$ cat src/rtl/kronos_types.sv
// Shared types for the Kronos execute stage.
// The ALU opcode encoding is width-independent.
package kronos_types;

  typedef enum logic [3:0] {
    ALU_ADD   = 4'd0,
    ALU_SUB   = 4'd1,
    ALU_AND   = 4'd2,
    ALU_OR    = 4'd3,
    ALU_XOR   = 4'd4,
    ALU_SLT   = 4'd5,
    ALU_SLTU  = 4'd6,
    ALU_SLL   = 4'd7,
    ALU_SRL   = 4'd8,
    ALU_SRA   = 4'd9,
    ALU_PASS2 = 4'd10
  } alu_op_t;

endpackage

$ cat src/rtl/kronos_shift_iter.sv
// Iterative shifter: one bit per cycle, with a working register and a countdown.
//   state   | meaning
//   S_IDLE  | waiting for a shift with non-zero shamt
//   S_SHIFT | shifting one bit per cycle, cnt_q counts the remaining bits
module kronos_shift_iter
  import kronos_types::*;
#(
  parameter int XLEN = 32
) (
  input  logic                    clk,
  input  logic                    rstz,
  input  logic                    start_i,
  input  alu_op_t                 op_i,
  input  logic [XLEN-1:0]         data_i,
  input  logic [$clog2(XLEN)-1:0] shamt_i,
  output logic                    busy_o,
  output logic                    last_o,
  output logic [XLEN-1:0]         data_o
);

  localparam int SHW = $clog2(XLEN);

  typedef enum logic {S_IDLE, S_SHIFT} state_t;

  state_t          state_q;
  logic [SHW-1:0]  cnt_q;
  logic [XLEN-1:0] work_q;
  alu_op_t         op_q;
  logic            busy_q;
  logic [XLEN-1:0] step_d;

  always_comb begin
    case (op_q)
      ALU_SLL: step_d = {work_q[XLEN-2:0], 1'b0};
      ALU_SRA: step_d = {work_q[XLEN-1], work_q[XLEN-1:1]};
      default: step_d = {1'b0, work_q[XLEN-1:1]};
    endcase
  end

  always_ff @(posedge clk or negedge rstz) begin
    if (!rstz) begin
      state_q <= S_IDLE;
      cnt_q   <= '0;
      work_q  <= '0;
      op_q    <= ALU_ADD;
      busy_q  <= 1'b0;
    end else begin
      case (state_q)
        S_IDLE: begin
          if (start_i) begin
            state_q <= S_SHIFT;
            cnt_q   <= shamt_i;
            work_q  <= data_i;
            op_q    <= op_i;
            busy_q  <= 1'b1;
          end
        end
        S_SHIFT: begin
          work_q <= step_d;
          cnt_q  <= cnt_q - SHW'(1);
          if (cnt_q == SHW'(1)) begin
            state_q <= S_IDLE;
            busy_q  <= 1'b0;
          end
        end
        default: state_q <= S_IDLE;
      endcase
    end
  end

  // The final step is handed out combinationally so the result lands on the cnt=1 edge.
  assign busy_o = busy_q;
  assign last_o = (state_q == S_SHIFT) && (cnt_q == SHW'(1));
  assign data_o = step_d;

endmodule

$ cat src/rtl/kronos_ex_pipe.sv
// Kronos execute stage: forwarding select, ALU, optional iterative shifter,
// and a single output register held until WriteBack accepts it.
module kronos_ex_pipe
  import kronos_types::*;
#(
  parameter int XLEN       = 32,
  parameter int NFWD       = 2,
  parameter int TAGW       = 16,
  parameter int SHIFT_ITER = 0
) (
  input  logic                 clk,
  input  logic                 rstz,
  input  logic                 in_vld,
  output logic                 in_rdy,
  input  alu_op_t              in_op,
  input  logic [XLEN-1:0]      in_op1,
  input  logic [XLEN-1:0]      in_op2,
  input  logic [NFWD-1:0]      in_hz1,
  input  logic [NFWD-1:0]      in_hz2,
  input  logic [TAGW-1:0]      in_tag,
  input  logic [NFWD*XLEN-1:0] fwd_data,
  input  logic [NFWD-1:0]      fwd_vld,
  output logic                 out_vld,
  input  logic                 out_rdy,
  output logic [XLEN-1:0]      out_result,
  output logic [TAGW-1:0]      out_tag
);

  localparam int SHW = $clog2(XLEN);

  logic [XLEN-1:0] op1_sel, op2_sel, alu_res, shift_res, shift_fin;
  logic [SHW-1:0]  shamt;
  logic            stall, busy, accept, start_iter, shift_last;
  logic            out_vld_q, out_vld_d;
  logic [XLEN-1:0] out_result_q, out_result_d;
  logic [TAGW-1:0] out_tag_q, out_tag_d;

  // Per-operand priority encoder: the lowest flagged index wins.
  for (genvar k = 0; k < 2; k++) begin : g_opsel
    logic [NFWD-1:0] hz;
    logic [XLEN-1:0] raw, sel;
    logic            wait_fwd;
    assign hz  = (k == 0) ? in_hz1 : in_hz2;
    assign raw = (k == 0) ? in_op1 : in_op2;
    always_comb begin
      sel      = raw;
      wait_fwd = 1'b0;
      for (int i = NFWD - 1; i >= 0; i--) begin
        if (hz[i]) begin
          sel      = fwd_data[i*XLEN +: XLEN];
          wait_fwd = ~fwd_vld[i];
        end
      end
    end
  end

  assign op1_sel = g_opsel[0].sel;
  assign op2_sel = g_opsel[1].sel;
  assign stall   = g_opsel[0].wait_fwd | g_opsel[1].wait_fwd;
  assign shamt   = op2_sel[SHW-1:0];

  assign in_rdy  = rstz & (~out_vld_q | out_rdy) & ~busy & ~stall;
  assign accept  = in_vld & in_rdy;

  if (SHIFT_ITER != 0) begin : g_iter
    logic is_shift;
    assign is_shift   = (in_op == ALU_SLL) || (in_op == ALU_SRL) || (in_op == ALU_SRA);
    assign start_iter = accept & is_shift & (shamt != '0);
    // Only shamt=0 shifts take the single-cycle path here.
    assign shift_res  = op1_sel;
    kronos_shift_iter #(.XLEN(XLEN)) u_shift (
      .clk     (clk),
      .rstz    (rstz),
      .start_i (start_iter),
      .op_i    (in_op),
      .data_i  (op1_sel),
      .shamt_i (shamt),
      .busy_o  (busy),
      .last_o  (shift_last),
      .data_o  (shift_fin)
    );
  end else begin : g_barrel
    always_comb begin
      case (in_op)
        ALU_SLL: shift_res = op1_sel << shamt;
        ALU_SRA: shift_res = $unsigned($signed(op1_sel) >>> shamt);
        default: shift_res = op1_sel >> shamt;
      endcase
    end
    assign start_iter = 1'b0;
    assign busy       = 1'b0;
    assign shift_last = 1'b0;
    assign shift_fin  = '0;
  end

  always_comb begin
    case (in_op)
      ALU_ADD:   alu_res = op1_sel + op2_sel;
      ALU_SUB:   alu_res = op1_sel - op2_sel;
      ALU_AND:   alu_res = op1_sel & op2_sel;
      ALU_OR:    alu_res = op1_sel | op2_sel;
      ALU_XOR:   alu_res = op1_sel ^ op2_sel;
      ALU_SLT:   alu_res = {{(XLEN-1){1'b0}}, ($signed(op1_sel) < $signed(op2_sel))};
      ALU_SLTU:  alu_res = {{(XLEN-1){1'b0}}, (op1_sel < op2_sel)};
      ALU_SLL, ALU_SRL, ALU_SRA: alu_res = shift_res;
      ALU_PASS2: alu_res = op2_sel;
      default:   alu_res = '0;
    endcase
  end

  always_comb begin
    out_vld_d    = out_vld_q & ~out_rdy;
    out_result_d = out_result_q;
    out_tag_d    = out_tag_q;
    if (accept) out_tag_d = in_tag;
    if (accept && !start_iter) begin
      out_vld_d    = 1'b1;
      out_result_d = alu_res;
    end else if (shift_last) begin
      out_vld_d    = 1'b1;
      out_result_d = shift_fin;
    end
  end

  always_ff @(posedge clk or negedge rstz) begin
    if (!rstz) begin
      out_vld_q    <= 1'b0;
      out_result_q <= '0;
      out_tag_q    <= '0;
    end else begin
      out_vld_q    <= out_vld_d;
      out_result_q <= out_result_d;
      out_tag_q    <= out_tag_d;
    end
  end

  assign out_vld    = out_vld_q;
  assign out_result = out_result_q;
  assign out_tag    = out_tag_q;

endmodule

$ cat config.mk
export PLATFORM = sky130hd
export DESIGN_NAME = kronos_ex_pipe
export DESIGN_NICKNAME = d
export VERILOG_FILES = /design/src/rtl/kronos_types.sv /design/src/rtl/kronos_shift_iter.sv /design/src/rtl/kronos_ex_pipe.sv
export SDC_FILE = /design/constraint.sdc
export NUM_CORES = 1
export LEC_CHECK = 0
export BUFFER_PORTS_ARGS = -buffer_cell sky130_fd_sc_hd__buf_4
export CAP_MARGIN = 20
export CORE_ASPECT_RATIO = 0.8
export CORE_MARGIN = 4
export CORE_UTILIZATION = 30
export DETAILED_ROUTE_END_ITERATION = 12
export PLACE_DENSITY = 0.47
export REMOVE_ABC_BUFFERS = 1
export SKIP_LAST_GASP = 1
export SLEW_MARGIN = 10
export SYNTH_ARGS = -nofsm -noshare
export SYNTH_HDL_FRONTEND = slang
export SYNTH_SLANG_ARGS = --single-unit
export TNS_END_PERCENT = 1
$ cat constraint.sdc
create_clock -name clk -period 2.4 [get_ports clk]
set_clock_uncertainty 0.2 [all_clocks]
set_input_delay 0 -clock clk [delete_from_list [all_inputs] [get_ports clk]]
set_output_delay 0 -clock clk [all_outputs]
set_load 0.02 [all_outputs]
* Word level (Yosys, flattened, before mapping) *
Index checks and enable logic that the tools add are counted.

storage, ports and cells
  register bits after elaboration = 49
  logic and storage cells = 47
  bits of input ports = 158

operators by class
  shift-type cells = 3
  add/subtract/negate cells = 2
  bitwise logic cells = 14
  equal/unequal tests = 10
  mux-type cells = 11
  reductions and logical operators = 2
  $lt $le $gt $ge = 2

operator list
  cell                                           count
  one-hot mux 32 bit (9 select lines)            1
  2-to-1 mux 32 bit                              4
  < comparator 32 bit                            2
  one-hot mux 32 bit (2 select lines)            1
  adder 32 bit                                   1
  AND 32 bit                                     1
  bitwise OR 32 bit                              1
  << shifter 32 x 5 -> 32 bit                    1
  right shift 32 x 5 -> 32 bit                   1
  >>> shifter 32 x 5 -> 32 bit                   1
  subtractor 32 bit                              1
  XOR 32 bit                                     1
  == test 4 x 3 -> 1 bit, second input constant  4
  == test 4 bit, second input constant           3
  == test 4 x 2 -> 1 bit, second input constant  2
  2-to-1 mux 1 bit                               5
  NOT 1 bit                                      5
  AND 1 bit                                      4
  == test 4 x 1 -> 1 bit, second input constant  1
  logical NOT 4 bit                              1
  OR reduction 3 bit                             1
  bitwise OR 1 bit                               2

* Longest topological paths before layout *
  word-level depth = 8
  depth in mapped cells = 19
  gate-level depth less buffers = 14

* Worst setup path after synthesis *
OpenSTA, ideal clock, no wires.

  path kind = in2reg
  start = input port in_hz2[1]
  end = register out_result_q[22], in the netlist out_result[22]
  buffers on the path = 4
  path slack = -1.564 ns
  data arrival time = 3.636 ns
  stages = 17
  cell sequence = buf_6 buf_2 buf_2 buf_2 mux2i_1 o21ai_0 inv_1 ha_1 inv_2 a21o_1 or3_1 o22a_1 a2111oi_2 nor2_1 a221o_1 a221oi_1 a21oi_1

on the way
  longest elaborated chain between the ends = 6

RTL lines
  element                                                    RTL line               source
  start: declaration                                         kronos_ex_pipe.sv:19   input logic [NFWD-1:0] in_hz2,
  branches (longest 6 deep; another with subtractor 32 bit)  n/a
  end signal: assignment                                     kronos_ex_pipe.sv:132  out_result_q <= out_result_d;
  end: declaration                                           kronos_ex_pipe.sv:35   logic [XLEN-1:0] out_result_q, out_result_d;

Parallel ways; which one is timed is not known.
A chain may end at the register's enable or synchronous reset.

* Final worst setup path *
  start = input port in_hz2[1]
  end = register out_result_q[18], in the netlist out_result[18]

Same word-level chain as after synthesis.

==> flow_metrics.env <==
export IMPL_drt_pass1_iter_count=6
export IMPL_synthArstFlopShare=1.00
export IMPL_slew_headroom=0.411
export IMPL_period_needed_ps=3340
export IMPL_cp_max_fo=27
export IMPL_synth_mux_area_frac=0.199
export IMPL_crit_slowest_cell="buf_4"
export IMPL_synth_edf_count=0
export IMPL_irDropWorstVdd_mv=0.293
export IMPL_diodes=0
export IMPL_ys_types=92
export IMPL_die_area_sq_mm=0.0454
export IMPL_cp_arrival_ps=3390
export IMPL_crit_start="in_hz2[1]"
export IMPL_synth_top_family_by_area="compound AO/OA/AOI/OAI gates"
export IMPL_hpwl_um=64100
export IMPL_synth_compound_area_frac=0.338
export IMPL_crit_buf_inv=3
export IMPL_critPathTopFamily="compound AO/OA/AOI/OAI gates"
export IMPL_clkTransAtPathRegs_ps=100
export IMPL_sw_frac_of_total=0.477
export IMPL_r2r_start="out_vld"
export IMPL_synth_seq_cells=49
export IMPL_final_common_cell="buf_4"
export IMPL_stdcell_count=3031
export IMPL_areaGrowthSynthToFinish_pct=57.8
export IMPL_synthSimpleGateAreaFrac=0.182
export IMPL_intPower_uw=4560
export IMPL_synth_xor_area_frac=0.00347
export IMPL_vias_per_cell=5.78
export IMPL_path_depth=12
export IMPL_p_leak_uw=0.00962
export IMPL_start_util=0.307
export IMPL_setup_viol=32
export IMPL_ff2ff_path_depth=8
export IMPL_syn_area_sq_mm=0.0126
export IMPL_gp_congestion=1.05
export IMPL_synth_avg_cell_area_sq_um=7.19
export IMPL_worst_slew_pin_slew_ps=884
export IMPL_grt_usage=0.335
export IMPL_layout_setup_ws_ps=-937
export IMPL_num_vias=17500
export IMPL_grt_pass1_vias=17200
export IMPL_cpPeakStageDelay_ps=480
export IMPL_combPwrFrac=0.762
export IMPL_violations="negative hold slack, negative setup slack"
export IMPL_critPathCapture="out_result[18]"
export IMPL_dp_cells=2995
export IMPL_regToRegSetupSlack_ps=-340
export IMPL_wl_per_cell_um=26.1
export IMPL_drc=0
export IMPL_power_density_mw_per_mm2=438
export IMPL_ant_nets=0
export IMPL_antenna_found_initial=3
export IMPL_synth_adder_area_share=0.0993
export IMPL_cts_buffer_depth=2
export IMPL_cts_tree="yes"
export IMPL_nets=2743
export IMPL_synthCells=1755
export IMPL_synth_flop_cell="dfrtp_1"
export IMPL_p_switching_uw=4160
export IMPL_required_ps=2460
export IMPL_overflow=0
export IMPL_hp_class="primary input to register"
export IMPL_cts_buffers=5
export IMPL_wl_um=79200
export IMPL_drive_gt1_frac=0.401
export IMPL_rr_endpoint="out_result[28]"
export IMPL_setup_tns_ps=-22530
export IMPL_n_fill_cell=4207
export IMPL_grt_max_degree=57
export IMPL_io_pins=208
export IMPL_clock_latency_ps=330
export IMPL_p_clk_frac=0.115
export IMPL_yosys_warnings=0
export IMPL_end_kind="register"
export IMPL_final_cell_mix="825 x buf_4, 174 x mux2i_1, 163 x nand2_1"
export IMPL_htreeDepth=2
export IMPL_clock_root_buffer="clkbuf_16"
export IMPL_clock_fmax_ghz=0.300
export IMPL_drv_slew=0
export IMPL_finalHoldViolCount=1
export IMPL_fin_crit_sh=1.39
export IMPL_die_y_um=191
export IMPL_hold_ws_ps=-22.1
export IMPL_cap_violations=0
export IMPL_path_class="primary input to register"
export IMPL_chipWidth_um=237
export IMPL_path_cells="buf_12, mux2i_1, o21a_2, buf_4, buf_4, mux2i_1, o22ai_1, nor2_1, nor2_1, o311a_1, a211o_1, a31oi_1"
export IMPL_total_power_uw=8720
export IMPL_core_region_area_sq_mm=0.0411
export IMPL_numClockSinks=49
export IMPL_cp_start_kind="primary input"
export IMPL_dp_slack_ps=-1780
export IMPL_grt_pass1_wl_um=114000
export IMPL_std_cell_rows=66
export IMPL_detail_route_iter0_violations=2021
export IMPL_ys_seq_area_frac=0.0972
export IMPL_seqPwrFrac=0.123
export IMPL_rsz0062_at_grt="true"
export IMPL_status="finished with violations"
export IMPL_numPortBuffers=207
[power groups by stage]
stage                     combinational, uW  clock [uW]  sequential (uW)
after floorplan                        2680           0             1240
after global routing                   7040        1020             1090
after detailed placement               6240           0             1090
final                                  6650        1000             1070
after CTS                              6470        1000             1070
after global placement                 6240           0             1080
[final cells by class]
class	instances	area, sq um	share of cell area
clock buffers	7	143	0.00716
clock inverters	1	30.0	0.00151
inverters	96	365	0.0183
multi-input cells	1470	10700	0.539
flip-flops and latches	49	1230	0.0616
well taps	544	681	0.0342
repair buffers	864	6740	0.339
[through the flow]
step           cell area (sq um)  hold WS, ps  utilization
2_1_floorplan              12000         -496            -
3_3_place_gp               19100         32.5        0.463
3_5_place_dp               19100         36.7        0.463
4_1_cts                    19800         18.6        0.482
5_1_grt                    19900         18.4        0.484
6_report                   19900        -22.1        0.484
[cell families (layout without fill, tap and decap cells)]
family,after synthesis,after routing
AO/OA/AOI/OAI,632,632
AND/OR/NAND/NOR,502,502
buffers and inverters,236,968
multiplexers,232,232
adder cells (fa/ha/maj),99,99
flip-flops,49,49
XOR/XNOR,5,5
[Yosys cell counts (33+ instances only)]
library cell	count	area [sq um]
a21oi_1	131	656
a221oi_1	34	298
a31oi_1	36	225
clkbuf_1	82	308
dfrtp_1	49	1230
ha_1	97	1210
inv_1	89	334
mux2_2	42	473
mux2i_1	175	1750
nand2_1	163	612
nand3_1	33	165
nor2_1	149	559
nor3_1	52	260
o21a_1	39	293
o21ai_0	123	616
[routing by layer]
layer / global-route usage / vias up / routed length (um)
met5: 0 / - / 13
met4: 0.0967 / 2 / 2570
met3: 0.0726 / 112 / 7580
met2: 0.481 / 895 / 31900
met1: 0.497 / 8450 / 37100
li1: - / 8072 / -
[flip-flops by register name, summed over array words and instances (netlist names)]
| signal | cells |
|---|---|
| out_result | 32 |
| out_tag | 16 |
| out_vld | 1 |
[how the worst min path moves through the flow]
| stage | startpoint | end | slack, ps | cells after the start |
|---|---|---|---|---|
| after CTS | in_op[3] | out_result[0] | 20 | 5 |
| final | in_op[3] | out_result[0] | -20 | 5 |
| after floorplan | rstz | out_result[0] | -500 | 0 |
| after global routing | in_op[3] | out_result[0] | 20 | 5 |
| after global placement | in_tag[4] | out_tag[4] | 30 | 2 |
| after detailed placement | in_tag[8] | out_tag[8] | 40 | 2 |
[worst register-to-register path: cells and delay by family (launching register included)]
kind	cells	cell delay (ps)
buffers and inverters	1	220
AO/OA/AOI/OAI	5	1220
AND/OR/NAND/NOR	2	550
flip-flops	1	400
[what timing repair did]
action | in CTS | in global routing
endpoints found under the setup margin | 32 | 32
hold buffers | 18 | 0
endpoints found under the hold margin | 66 | 0
buffers inserted | 7 | 2
gates resized for setup | 76 | 18
cloned | 1 | 0
pin swaps | 13 | 7
No activity file was read; power rests on OpenSTA's default activity.
